==> src/rtl/serial_sub_pkg.sv <==
// Shared constants and state type for the bit-serial subtractor.
package serial_sub_pkg;

  localparam logic [1:0] S_IDLE  = 2'd0;
  localparam logic [1:0] S_SHIFT = 2'd1;
  localparam logic [1:0] S_DONE  = 2'd2;

  localparam int SUB_WIDTH_DEF = 8;

  typedef enum logic [1:0] {
    ST_IDLE  = S_IDLE,
    ST_SHIFT = S_SHIFT,
    ST_DONE  = S_DONE
  } state_t;

endpackage

==> src/rtl/serial_subtractor_dfsub.sv <==
// Combinational full-subtractor cell: out = in1 - in2 - bin, bout = borrow.
// Zero latency; no handshake.
module dfsub (
  input  logic in1,
  input  logic in2,
  input  logic bin,
  output logic out,
  output logic bout
);

  assign out  = in1 ^ in2 ^ bin;
  assign bout = (~in1 & in2) | (~(in1 ^ in2) & bin);

endmodule

==> src/rtl/serial_subtractor.sv <==
// Bit-serial a-b, LSB first; done_valid rises WIDTH edges after the accept edge.
// Backpressure: result held in DONE until done_ready; start_ready only in IDLE.
module serial_subtractor
  import serial_sub_pkg::*;
#(
  parameter int WIDTH = SUB_WIDTH_DEF
) (
  input  logic             clk,
  input  logic             rst_n,
  input  logic             start_valid,
  output logic             start_ready,
  input  logic [WIDTH-1:0] a,
  input  logic [WIDTH-1:0] b,
  output logic [WIDTH-1:0] diff,
  output logic             borrow,
  output logic             done_valid,
  input  logic             done_ready,
  output logic             busy
);

  localparam int CW = $clog2(WIDTH + 1);

  state_t           state_q, state_d;
  logic [WIDTH-1:0] ra_q, ra_d;
  logic [WIDTH-1:0] rb_q, rb_d;
  logic [WIDTH-1:0] res_q, res_d;
  logic             br_q, br_d;
  logic [CW-1:0]    cnt_q, cnt_d;

  logic             d_bit;
  logic             bo_bit;

  dfsub u_dfsub (
    .in1  (ra_q[0]),
    .in2  (rb_q[0]),
    .bin  (br_q),
    .out  (d_bit),
    .bout (bo_bit)
  );

  always_ff @(posedge clk or negedge rst_n) begin
    if (!rst_n) begin
      state_q <= ST_IDLE;
      ra_q    <= '0;
      rb_q    <= '0;
      res_q   <= '0;
      br_q    <= 1'b0;
      cnt_q   <= '0;
    end else begin
      state_q <= state_d;
      ra_q    <= ra_d;
      rb_q    <= rb_d;
      res_q   <= res_d;
      br_q    <= br_d;
      cnt_q   <= cnt_d;
    end
  end

  always_comb begin
    state_d = state_q;
    ra_d    = ra_q;
    rb_d    = rb_q;
    res_d   = res_q;
    br_d    = br_q;
    cnt_d   = cnt_q;
    case (state_q)
      ST_IDLE: begin
        if (start_valid) begin
          ra_d    = a;
          rb_d    = b;
          res_d   = '0;
          br_d    = 1'b0;
          cnt_d   = '0;
          state_d = ST_SHIFT;
        end
      end
      ST_SHIFT: begin
        // Difference bits enter at the MSB so the LSB lands at bit 0 after WIDTH shifts.
        res_d = {d_bit, res_q[WIDTH-1:1]};
        ra_d  = ra_q >> 1;
        rb_d  = rb_q >> 1;
        br_d  = bo_bit;
        cnt_d = cnt_q + CW'(1);
        if (cnt_q == CW'(WIDTH - 1)) begin
          state_d = ST_DONE;
        end
      end
      ST_DONE: begin
        if (done_ready) begin
          state_d = ST_IDLE;
        end
      end
      default: state_d = ST_IDLE;
    endcase
  end

  assign start_ready = (state_q == ST_IDLE);
  assign busy        = (state_q == ST_SHIFT) || (state_q == ST_DONE);
  assign done_valid  = (state_q == ST_DONE);
  assign diff        = done_valid ? res_q : '0;
  assign borrow      = done_valid & br_q;

endmodule

==> config.mk <==
export PLATFORM = sky130hd
export DESIGN_NAME = serial_subtractor
export DESIGN_NICKNAME = d
export VERILOG_FILES = /design/src/rtl/serial_sub_pkg.sv /design/src/rtl/serial_subtractor_dfsub.sv /design/src/rtl/serial_subtractor.sv
export SDC_FILE = /design/constraint.sdc
export NUM_CORES = 1
export LEC_CHECK = 0
export ABC_AREA = 1
export BUFFER_PORTS_ARGS = -buffer_cell sky130_fd_sc_hd__buf_2
export CELL_PAD_IN_SITES_DETAIL_PLACEMENT = 1
export CELL_PAD_IN_SITES_GLOBAL_PLACEMENT = 1
export CORE_MARGIN = 2
export CORE_UTILIZATION = 43
export DETAILED_ROUTE_END_ITERATION = 12
export GPL_ROUTABILITY_DRIVEN = 0
export PLACE_DENSITY = 0.86
export SLEW_MARGIN = 40
export SYNTH_ARGS = -nofsm -noshare
export SYNTH_HDL_FRONTEND = slang
export SYNTH_SLANG_ARGS = --single-unit
==> constraint.sdc <==
create_clock -name clk -period 2.85 [get_ports clk]
set_input_delay 0.285 -clock clk [delete_from_list [all_inputs] [get_ports clk]]
set_output_delay 0.285 -clock clk [all_outputs]
set_load 0.005 [all_outputs]
# Yosys cells after proc, flatten, opt, wreduce, memory -nomap -nowiden
# Index checks and enable logic that the tools add are counted.
totals:
  out_inout_bits: 12
  reg_bits: 31
classes:
  mux: 15
  n_reduce_logical: 5
  bitwise_logic: 8
  addsub: 1
  n_eq_ne: 6
op_table:
  columns: ["cell", "n"]
  rows:
  - ["$pmux W8 S2", 3]
  - ["$mux W8", 4]
  - ["$pmux W4 S2", 1]
  - ["$mux W2", 3]
  - ["$pmux W2 S3", 1]
  - ["$add A4 B1 Y4 const B", 1]
  - ["$eq A4 B3 Y1 const B", 1]
  - ["$mux W4", 1]
  - ["$ne A2 B2 Y1 const B", 2]
  - ["$and A1 B1 Y1", 3]
  - ["$reduce_and A3 Y1", 1]
  - ["$eq A2 B1 Y1 const B", 1]
  - ["$eq A2 B2 Y1 const B", 1]
  - ["$logic_not A2 Y1", 1]
  - ["$ne A2 B1 Y1 const B", 1]
  - ["$not A1 Y1", 2]
  - ["$pmux W1 S2", 1]
  - ["$reduce_and A2 Y1", 1]
  - ["$reduce_bool A2 Y1", 1]
  - ["$xor A1 B1 Y1", 2]
  - ["$logic_or A1 B1 Y1", 1]
  - ["$mux W1", 1]
  - ["$or A1 B1 Y1", 1]

# Depth between registers and ports, before layout
logic_depth:
  word_depth: 5
  mapped_depth: 9

# By module
# Synthesis repeated with hierarchy kept, for this count alone.
unflattened:
  hier_cells: 189
  hier_area_um2: 1564.0
by_module_without_submodules:
  columns: ["module", "seq_area_each_um2", "cells_per_inst", "n_inst", "area_each_um2"]
  rows:
  - ["serial_subtractor", 775.7, 185, 1, 1532.7]
  - ["dfsub", 0.0, 4, 1, 31.3]

# Least setup slack after synthesis
# Ideal clock, no wire load.
synth_path:
  kind: "reg-to-reg"
  from: "register state_q[0]"
  to: "register ra_q[6]"
  required_time_ns: 2.726
  slack_ns: 1.532
  arrival_time_ns: 1.194
  path_stages_with_launch: 6
  setup_ns: 0.124
  synth_period_minus_slack_ns: 1.318
  path_cell_list: "dfrtp_1 ha_1 clkbuf_2 or2_2 o211ai_1 nand2_1"
synth_between:
  elab_chain_cells: 3
synth_rtl:
  columns: ["element", "line_no", "text"]
  rows:
  - ["start: declaration", "serial_subtractor.sv:23", "state_t state_q, state_d;"]
  - ["start signal: assignment", "serial_subtractor.sv:50", "state_q <= state_d;"]
  - ["$eq A2 B1 Y1 / $logic_not A2 Y1 (equally long branches)", "serial_subtractor.sv:66", "case (state_q)"]
  - ["$reduce_bool A2 Y1 (no source line) / $ne A2 B2 Y1 (equally long branches)", null, null]
  - ["$reduce_and A2 Y1 (no source line)", null, null]
  - ["end signal: assignment", "serial_subtractor.sv:51", "ra_q <= ra_d;"]
  - ["end: declaration", "serial_subtractor.sv:24", "logic [WIDTH-1:0] ra_q, ra_d;"]
# Parallel ways exist; a longest one is shown, timed or not.
# A chain may end at the register's enable or synchronous reset.

# Worst setup path in the final report
layout_path:
  from: "register state_q[1]"
  to: "register ra_q[4]"
# Same word-level chain as after synthesis.

==> results list <==
* Result of the run: finished, violations left
- The final reports fail on hold timing.
* Number of register bits inferred by synthesis: 31
* Routed via count divided by cell count: around 5
- In this run the post-CTS setup repair buffer count came out at 0.
- # setup viols final: 0
* Detailed Place HPWL: 2.54 mm
* DIE WIDTH: approximately 64 um
- In this run the static leakage power is around 1.0 nW.
- Power Internal: 1.08 mW
* Fraction of final layout cells sized beyond drive strength 1: 0.212
- For this run, the top clock speed supported by timing is 499 MHz.
* Summed area of non-filler cells in the final layout: approximately 0.0018 mm^2
* Vias in the first global route: 1382
* Maximum count of clock buffers along a single path: 2
* CTS Buf Count: 5
* Grt met2 use: 0.328
- Number of H-tree levels: 2
- The worst setup path is of the register to register kind.
- Number of warnings issued by yosys: 0
- Of the total power, combinational logic draws 0.453.
- The first global-routing pass estimated 6.22 mm of wire.
- Tmin final: 2.00 ns
- Util after Layout: 0.526
- In this run, the number of DRC markers left after iteration 0 of detailed routing was 35.
- Number of slew-limit violations in the final report: 0
* Number of placement rows: 21
- GR Util met1: 0.239
- Filler cells: 443
* Dpl ws: between 0.8 and 0.9 ns
* Setup total negative slack: 0 ns
- Synth Cell Area: roughly 0.0016 mm^2
* Total length of routed wires: 3.63 mm
- Of the total power, registers draw 0.395.
- Antenna diode count: 0
- The die covers 0.00414 mm^2.
- The global routing stage identified its most utilized layer as met2.
- Fin nets: 242
* Power Dens Cells: between 1000 and 1500 mW/mm^2
* Standard cell core area: 0.00342 mm^2
- WL/cell: between 10 and 15 um
- In this run the worst hold path is classified as primary input to asynchronous set/reset pin.
- For this design the total switching power over the nets is approximately 830 uW.
* Final Worst Setup Slack: between 0.8 and 0.9 ns
- Post-CTS sizing: 0
* Count of TritonRoute iterations in the first routing pass: 4
- Post-route clock period utilization: 0.703
- For this design, the sink count on the clock tree is 31.
* Die extent in y: 64.4 um
* Signal arrival time at the worst endpoint: about 2.2 ns
* Clock tree root driver cell: clkbuf_4
* Synth Area per Inst: between 8 and 9 um^2
- Measured against its own limit, the worst slew margin works out to 0.551.
* Largest clock skew in the final design: 0.00876 ns
- When the netlist entered floorplanning its net count stood at between 200 and 250.
- For the worst-skew pair, the clock arrives at the later sink with an insertion delay of 0.33 ns.
- Maximum number of pins on one net before global-route repair: 33
- Number of unique standard cell types used by synthesis: 19
* Area growth from synthesis to layout: 14.8%
- Met3 global-route usage: 0.0581
- Largest fanout on the critical path: 32
* Startpoint Class: register
- IO Pins: 32
* Final Total Pwr: 1.91 mW
- Buffers inserted to repair hold after CTS numbered 0.
* Quantity of I/O buffers inserted on ports: 31
- Total Routing Usage GR: 0.196
- Total vias in the final route: roughly 1300
* Relative contribution of the clock network to total power: 0.152
- Reg clk slew, reported paths: 0.10 ns
* Instance count of the mapped netlist: 185
- In the routed design, unresolved DRC markers number 0.
- Clock tree from TritonCTS: built
- Number of antenna violations at the first check in global routing: 0
* Starting density of the core: 0.459
- Unrepaired setup endpoints after global routing: false
* Number of violations of the max-capacitance limit: 0
* Final-report hold violation count: 31
- Reg-to-reg setup timing slack: 0.85 ns
- Of the total power, the share spent switching nets is 0.434.
* Maximum ir drop on the vdd rail: 0.480 mV
* Instance area after placement: 0.00173 mm^2
- Remaining antenna violation count: 0
* Worst slack on hold paths: -0.0153 ns
- Leftover overflow at the end of global routing: 0
* Worst Tran Pin Value: 0.674 ns
- The share of the Yosys chip area taken by registers is 0.495.
* Endpoint required time on the critical path: a little over 3 ns
- STA classifies the critical path endpoint as a register.
[registers in the layout (all words and copies together) (netlist names)]
| register | flops |
|---|---|
| rb_q | 8 |
| cnt_q | 4 |
| res_q | 8 |
| ra_q | 8 |
| br_q | 1 |
| state_q | 2 |
[routing by layer]
metal,wire [um],vias up
met4,53,0
met5,0,-
met3,155,8
li1,-,643
met1,1530,631
met2,1900,30
[worst paths after layout]
kind,start,end,cells past startpoint
setup / recovery,state_q[1],ra_q[4],8
hold / removal,rst_n,br_q,1
setup reg to reg,state_q[1],ra_q[4],8
hold reg to reg,rb_q[3],rb_q[3],2
max in group asynchronous,rst_n,state_q[0],1
min in group clk,b[6],rb_q[6],3
[cell families after synthesis]
family                   share of synthesized area
flip-flops                                   0.495
adder cells (fa/ha/maj)                     0.0527
buffers and inverters                        0.103
AO/OA/AOI/OAI                                0.122
AND/OR/NAND/NOR                              0.227
[worst max-delay path: stages (launching register included)]
cell and delay, ns:
dfrtp_1 0.41, inv_1 0.10, ha_1 0.14, buf_4 0.24, nand2_1 0.10, nand2_2 0.47, inv_4 0.20, nand2_1 0.14
nand2_1 0.08
[metrics by stage]
step,instances,hold slack [ns]
after floorplan,185,-0.0106
final,263,-0.0153
after global routing,263,0.000469
after CTS,263,0.000768
after global placement,255,0.358
after detailed placement,255,0.366
[power groups by stage]
stage	Combinational (mW)	Sequential, mW	Clock, mW
3_5_place_dp	0.867	0.761	0
5_1_grt	0.995	0.780	0.325
3_3_place_gp	0.802	0.745	0
6_report	0.865	0.756	0.291
2_1_floorplan	0.703	0.727	0
4_1_cts	0.882	0.755	0.300
[area by class of cell]
class / count / area (um^2) / area share
multi-input combinational: 119 / 629 / 0.350
tap: 46 / 57.6 / 0.0320
timing repair buffer: 32 / 163 / 0.0905
inverter: 27 / 104 / 0.0578
clock buffer: 8 / 68.8 / 0.0383
sequential: 31 / 776 / 0.431
[Yosys cell counts]
cell type	count	area, um^2
nand2_1	59	221
o211ai_1	13	97.6
buf_4	2	15.0
ha_1	5	62.6
buf_2	3	15.0
inv_4	1	6.26
a21oi_1	5	25.0
dfrtp_1	31	776
nor2_1	3	11.3
fa_1	1	20.0
o22ai_1	7	43.8
nand2_2	2	12.5
or2_2	4	25.0
buf_6	2	22.5
clkbuf_2	1	5.00
inv_1	26	97.6
or2_1	8	50.1
o21ai_1	5	25.0
nand3_1	7	35.0
[cells in the final DEF, fill, tap and decap left out]
cell | netlist | layout
buf_2 | 3 | 31
clkbuf_8 | 0 | 2
buf_4 | 2 | 1
nand2_1 | 59 | 59
dfrtp_1 | 31 | 31
ha_1 | 5 | 5
nand3_1 | 7 | 7
a21oi_1 | 5 | 5
o22ai_1 | 7 | 7
fa_1 | 1 | 1
nand2_2 | 2 | 2
inv_4 | 1 | 1
inv_1 | 26 | 26
nor2_1 | 3 | 3
clkbuf_4 | 0 | 5
or2_2 | 4 | 4
o21ai_1 | 5 | 5
o211ai_1 | 13 | 13
or2_1 | 8 | 8
clkbuf_1 | 0 | 1
(Power assumes the default switching activity.)
